## src/rtl/mul32_seq.sv

```systemverilog
// Sequential 32x32 -> 64-bit unsigned shift-and-add multiplier built around one ripple adder32.
// Optional build macro MUL32_ZERO_SKIP_EN: zero operands jump straight to DONE (latency 1).

module adder32 (
    input  logic [31:0] a,
    input  logic [31:0] b,
    input  logic        cin,
    output logic [31:0] sum,
    output logic        cout
);
    logic [32:0] carry;

    assign carry[0] = cin;

    generate
        for (genvar gi = 0; gi < 32; gi++) begin : g_fa
            assign sum[gi]       = a[gi] ^ b[gi] ^ carry[gi];
            assign carry[gi + 1] = (a[gi] & b[gi]) | (carry[gi] & (a[gi] ^ b[gi]));
        end
    endgenerate

    assign cout = carry[32];
endmodule

module mul32_seq #(
    parameter int WIDTH = 32
) (
    input  logic                 clk,
    input  logic                 rst,
    input  logic                 in_valid,
    output logic                 in_ready,
    input  logic [WIDTH-1:0]     operand1,
    input  logic [WIDTH-1:0]     operand2,
    output logic                 res_valid,
    output logic [2*WIDTH-1:0]   result,
    output logic                 busy
);
    // The datapath is hard-wired to the 32-bit adder; any other width cannot work.
    generate
        if (WIDTH != 32) begin : g_width_err
            $error("mul32_seq: WIDTH must be 32");
        end
    endgenerate

    typedef enum logic [1:0] {
        IDLE = 2'd0,
        CALC = 2'd1,
        DONE = 2'd2
    } state_t;

    state_t      state_reg, state_next;
    logic [31:0] mcand_reg;
    logic [31:0] hi_reg;
    logic [31:0] lo_reg;
    logic [4:0]  cnt_reg;

    logic [31:0] addend;
    logic [31:0] sum;
    logic        cout;
    logic        accept;
    logic        zero_op;

    assign addend = mcand_reg & {32{lo_reg[0]}};

    adder32 u_adder (
        .a    (hi_reg),
        .b    (addend),
        .cin  (1'b0),
        .sum  (sum),
        .cout (cout)
    );

    assign accept = in_valid && (state_reg == IDLE);

`ifdef MUL32_ZERO_SKIP_EN
    assign zero_op = (operand1 == 32'd0) || (operand2 == 32'd0);
`else
    assign zero_op = 1'b0;
`endif

    always_ff @(posedge clk) begin
        if (rst) begin
            state_reg <= IDLE;
        end else begin
            state_reg <= state_next;
        end
    end

    always_comb begin
        state_next = state_reg;
        in_ready   = 1'b0;
        busy       = 1'b0;
        res_valid  = 1'b0;
        case (state_reg)
            IDLE: begin
                in_ready = 1'b1;
                if (in_valid) begin
                    state_next = zero_op ? DONE : CALC;
                end
            end
            CALC: begin
                busy = 1'b1;
                if (cnt_reg == 5'd31) begin
                    state_next = DONE;
                end
            end
            DONE: begin
                busy       = 1'b1;
                res_valid  = 1'b1;
                state_next = IDLE;
            end
            default: state_next = IDLE;
        endcase
    end

    // {c,sum,lo} shifted right by one: the adder carry lands in hi[31], sum[0] in lo[31].
    always_ff @(posedge clk) begin
        if (rst) begin
            mcand_reg <= '0;
            hi_reg    <= '0;
            lo_reg    <= '0;
            cnt_reg   <= '0;
        end else begin
            if (accept) begin
                mcand_reg <= operand1;
                hi_reg    <= '0;
                lo_reg    <= zero_op ? 32'd0 : operand2;
                cnt_reg   <= '0;
            end else if (state_reg == CALC) begin
                hi_reg  <= {cout, sum[31:1]};
                lo_reg  <= {sum[0], lo_reg[31:1]};
                cnt_reg <= cnt_reg + 5'd1;
            end
        end
    end

    assign result = {hi_reg, lo_reg};
endmodule
```

## config.mk

```make
export PLATFORM = sky130hd
export DESIGN_NAME = mul32_seq
export DESIGN_NICKNAME = d
export VERILOG_FILES = /design/src/rtl/mul32_seq.sv
export SDC_FILE = /design/constraint.sdc
export NUM_CORES = 1
export LEC_CHECK = 0
export CAP_MARGIN = 20
export CORE_MARGIN = 3
export CORE_UTILIZATION = 44
export CTS_CLUSTER_SIZE = 12
export DETAILED_ROUTE_END_ITERATION = 8
export GPL_TIMING_DRIVEN = 0
export PLACE_DENSITY_LB_ADDON = 0.3
export SYNTH_ARGS = -nofsm -noshare
export SYNTH_HDL_FRONTEND = slang
export SYNTH_SLANG_ARGS = --single-unit
```

## constraint.sdc

```tcl
create_clock -name clk -period 12 [get_ports clk]
set_input_delay 3.6 -clock clk [delete_from_list [all_inputs] [get_ports clk]]
set_output_delay 3.6 -clock clk [all_outputs]
set_load 0.02 [all_outputs]
```

After elaboration in Yosys (flattened, before gate mapping). Index checks and enable logic that the tools add are counted.

Memories kept: 0. Word-level logic and storage cells: 183. Bits of input ports: 67. Memory bits (writable): 0. Output and inout bits: 67. Register bits: 103. Latch bits: 0. Memory bits (read-only): 0.

Divide/modulo/power cells: 0. Reduce and logical (&&, ||, !) cells: 6. Bitwise gates (word level): 158. Shift operators: 0. Muxes and demuxes: 8. Order comparisons: 0. Equality and inequality tests: 5. Multiply operators: 0. Add/sub/neg operators: 1.

Operators with widths (number): 32-bit 2-to-1 mux (2); 1-bit bitwise AND (63); 1-bit bitwise XOR (63); 32-bit bitwise AND (1); 1-bit bitwise OR (31); 5-bit by 1-bit adder with 5-bit output, second input constant (1); 5-bit equality test, second input constant (1); 2-bit 2-to-1 mux (2); 2-bit != test, second input constant (2); 2-bit case mux with 2 select lines (1); 2-bit OR reduction (2); 1-bit 2-to-1 mux (3); 2-bit by 1-bit equality test with 1-bit output, second input constant (1); 2-bit equality test, second input constant (1); 2-bit zero test (1); 2-bit AND reduction (1); 2-bit nonzero test (1); 1-bit logical AND (1).

Longest topological paths before layout. Gate-level depths: netlist (run 1).

Depth in word-level cells: 64. Gate-level depth with buffers: 40. Depth with buffers taken out: 39.

By module. From an unflattened synthesis (run 1), not the netlist that was laid out.

Cells, all modules: 502. Area total of the unflattened synthesis: 5098.6 sq um.

By module, submodules not included: mul32_seq (seq. area each 2062.0 sq um, area an instance 4420.5 sq um, cells each 460, times used 1); adder32 (seq. area each 0.0 sq um, area an instance 678.2 sq um, cells each 42, times used 1).

Least setup slack after synthesis (run 1). OpenSTA, ideal clock, no wires.

Kind: flip-flop to flip-flop. From: reg lo_reg[0]. To: reg hi_reg[30]. Library setup time: 0.086 ns. Period minus slack after synthesis: 12.511 ns. Path slack: -0.511 ns. Cell stages (with the launch flop): 41. Buffers on the path: 1. Required time: 11.914 ns. Arrival: 12.426 ns. Cells stage by stage: dfxtp_1 > clkbuf_1 > and2_1 > ha_1 > inv_1 > fa_1 > fa_1 > inv_1 > fa_1 > fa_1 > fa_1 > fa_1 > fa_1 > fa_1 > fa_1 > fa_1 > fa_1 > fa_1 > [... 5 more ...] > inv_1 > fa_1 > fa_1 > fa_1 > fa_1 > fa_1 > fa_1 > fa_1 > fa_1 > fa_1 > fa_1 > fa_1 > fa_1 > fa_1 > fa_1 > inv_1 > fa_1 > a211oi_1.

Word-level cells in the longest chain between the ends: 63. Elaborated cells between the ends (all ways): 124. Classes of those cells: 124 x bitwise.

Ends and longest elaborated chain: start, declared (line 54) `logic [31:0] lo_reg;`; start signal, assigned (line 127) `lo_reg <= zero_op ? 32'd0 : operand2;`; start signal, assigned (line 131) `lo_reg <= {sum[0], lo_reg[31:1]};`; 32-bit bitwise AND * (line 63) `assign addend = mcand_reg & {32{lo_reg[0]}};`; 1-bit bitwise AND or 1-bit bitwise XOR (tied branches) (line 18) `assign carry[gi + 1] = (a[gi] & b[gi]) | (carry[gi] & (a[gi] ^ b[gi]));`; 1-bit bitwise AND (line 18); 1-bit bitwise OR (line 18); 1-bit bitwise AND (line 18); 1-bit bitwise OR (line 18); 1-bit bitwise AND (line 18); 1-bit bitwise OR (line 18); [... 47 more ...]; 1-bit bitwise OR (line 18); 1-bit bitwise AND (line 18); 1-bit bitwise OR (line 18); 1-bit bitwise AND (line 18); 1-bit bitwise OR (line 18); 1-bit bitwise AND (line 18); 1-bit bitwise OR (line 18); 1-bit bitwise XOR * (line 17) `assign sum[gi] = a[gi] ^ b[gi] ^ carry[gi];`; end signal, assigned (line 130) `hi_reg <= {cout, sum[31:1]};`; end, declared (line 53) `logic [31:0] hi_reg;`.

Mark *: on every way between the ends. The rest lies on a longest branch, timed or not. A chain may end at the register's enable or synchronous reset.

Worst setup path after layout (run 1). Ends and elaborated chain as after synthesis.

==> results.toml, run 1 <==
[floorplanning]
initial_core_util_pct = 46.2
dieWidth_um = 114
die_y_um = 114
ios = 134
die-area_mm2 = 0.0130
core_mm2 = 0.0111
rows = 38

[cts]
cts_root_buffer = "clkbuf_16"
tritoncts = "done"
clock-sinks = 103
h-tree-depth = 3
clkTransAtPathRegs_ns = 0.07
clk_latency_ns = 0.34
numCtsBuffers = 9
cts_buffer_depth = 2
cts_hold_repair.buffers = 0

[power_and_ir_drop]
power_density_mw_per_mm2 = 119
clkPwrFrac_pct = 32.5
ir_worst_vdd_mv = 0.0855
comb_power_share_pct = 22.1
p_seq_share_pct = 45.4
p_sw_share_pct = 28.0
leakage_nw = 2.59
intPower_w = 0.000602
p_sw_w = 0.000234

[global_routing]
grt_max_degree = 15
grt_overflow = 0
grt_pass1_vias = 4178
antenna_found_initial = 0
grtUsageTotal_pct = 19.4
grt_pass1_wl_mm = 20.2

[sta]
relSlewSlack_pct = 50.6
fin_crit_sh_pct = 97.9
setup_viol = 0
finalHoldViolCount = 0
finClkSkew_ns = 0.00575
rsz0062_at_grt = "yes"
tightest_slew_ns = 0.741
drv_slew = 0
hold_slack_ns = 0.449
setup_ws_ns = 0.246
max_freq_mhz = 85.1
min_period_ns = 11.75

[logic_synthesis]
synth_area_per_cell_um2 = 9.65
synthArstFlopShare_pct = 0
synth_warnings = 0
synthSimpleGateAreaFrac_pct = 16.6
synth_cell_types = 26
synth-seq-area-share_pct = 40.1
synth_top_family_by_area = "compound AO/OA/AOI/OAI gates"
synthMuxAreaShare_pct = 5.84
netlist_instances = 533
synth_edf_count = 0
ys.flop_type = "dfxtp_1"
synth_compound_area_share_pct = 16.8
synth-seq-cells = 103
ys_top_cells_by_area = "dfxtp_1, fa_1, nand2_1, a211oi_2, mux2i_1"
yosys.area.top_type = "dfxtp_1"
synth_adder_area_share_pct = 13.5
synth_top_area_share_pct = 40.1
netlist_area_mm2 = 0.00514
synth_xor_area_share_pct = 0.511
syn_nets = 637

[drt]
wl_mm = 12.5
num_vias = 4151
viasPerCell = 5.05
drc_errors = 0
first_pass_iters = 4
drt_iter0_markers = 241
wl_per_cell_um = 15.1
ant_nets = 0

[setup_path]
max_stage_delay_ns = 0.42
cp-end-kind = "register"
critPathLaunchType = "register"
cpMostUsedCell = "fa_2"
critPathKind = "reg2reg"
slowest_stage = "fa_1"
worst_ep_required_time_ns = 12.27
crit_fanout = 10
arrival_ns = 12.02

[flow_run]
cap_viol_max_count = 0

[place]
io_buffers = 133
dp_hpwl_mm = 9.23
routabilityCongestion = 0.739
place_ws_ns = -0.473
dp.cells = 806

[layout]
layout_common_cells = "clkdlybuf4s50_1, dfxtp_1, nand2_1, nor2_1, a21oi_1"
num-fill-cells = 915
nets = 783
syn_to_final_growth_pct = 36.5
fin_cells = 822
drive_gt1_share_pct = 19.6
fin_util_pct = 63.1
layout_commonest_cell = "clkdlybuf4s50_1"
diodes = 0

[min_path]
min_path_type = "reg2reg"

[status]
status = "completed"
-- worst paths after layout --
kind,from,slack (ns),depth (start not counted),end
worst max-delay path,lo_reg[0],0.25,40,hi_reg[30]
worst min-delay path,mcand_reg[29],0.45,2,mcand_reg[29]
worst max register to register,lo_reg[0],0.25,40,hi_reg[30]
worst min register to register,mcand_reg[29],0.45,2,mcand_reg[29]
-- cells in the mapped netlist (all sizes together), types with 5 or more instances --
library cell and count:
nor2 69, mux2i 30, and2 29, dfxtp 103, clkbuf 5, nand2 101, fa 31, inv 13
ha 6, a211oi 39, a21oi 65, buf 34
-- kinds of logic (layout without fill, tap and decap cells) --
logic type	Yosys count	count (layout)
AOI/OAI and AO/OA	104	104
xor gates and xnor gates	3	3
adders and majority gates	37	37
buffers and inverters	52	201
DFF	103	103
muxes	30	30
and+or+nand+nor	204	204
-- critical path: cells and delay by family, from the launching register on --
family / cells / cell delay [ns]
buffers and inverters: 6 / 0.47
AOI/OAI and AO/OA: 1 / 0.21
and+or+nand+nor: 1 / 0.16
DFF: 1 / 0.36
adders and majority gates: 32 / 10.41
-- layer usage --
metal	part of all wire (%)	wire, um	track usage, %	up-vias
met4	1.7	212	6.57	0
met5	0	0	0	-
met1	45	5560	25.5	1996
li1	-	-	-	2034
met2	48	5930	31.7	105
met3	6.0	749	4.39	16
-- power by group through the flow --
stage / logic (W) / registers, W / clock network [W]
after detailed placement: 0.000183 / 0.000387 / 0
after global placement: 0.000181 / 0.000387 / 0
after floorplan: 0.0000974 / 0.000399 / 0
final: 0.000185 / 0.000380 / 0.000272
after CTS: 0.000185 / 0.000380 / 0.000276
after global routing: 0.000200 / 0.000383 / 0.000290
-- cell type report --
class | instances | area [um2] | share of cell area [%]
Multi-Input combinational cell | 378 | 2820 | 40.1
Timing Repair Buffer | 135 | 1350 | 19.2
Sequential cell | 103 | 2070 | 29.4
Inverter | 13 | 48.8 | 0.695
Clock buffer | 13 | 260 | 3.71
Clock inverter | 1 | 5.00 | 0.0713
Tap cell | 140 | 175 | 2.50
Buffer | 39 | 303 | 4.31
-- repair_timing --
| item | in CTS | in global routing |
|---|---|---|
| endpoints found under the setup margin | 3 | 1 |
| resized for setup | 12 | 6 |
| buffers inserted | 0 | 2 |
-- per-stage QoR --
stage | area, um2 | power [W] | setup TNS (ns)
after floorplan | 5180 | 0.000497 | 0
after global placement | 6690 | 0.000567 | -0.506
after detailed placement | 6690 | 0.000571 | -0.611
after CTS | 6990 | 0.000841 | 0
after global routing | 7020 | 0.000872 | -0.108
final | 7020 | 0.000837 | 0
(Power assumes the default switching activity.)
==> run 2: changes to the inputs <==
Settings changed: ABC_CLOCK_PERIOD_IN_PS set to 12000.
==> results of run 2 <==
No change in the layout: final DEF, timing and power equal those of run 1.
==> run 3: changes to the inputs <==
Settings changed: HOLD_SLACK_MARGIN set to 0.05.
==> results of run 3 <==
No change in the layout: final DEF, timing and power equal those of run 1.
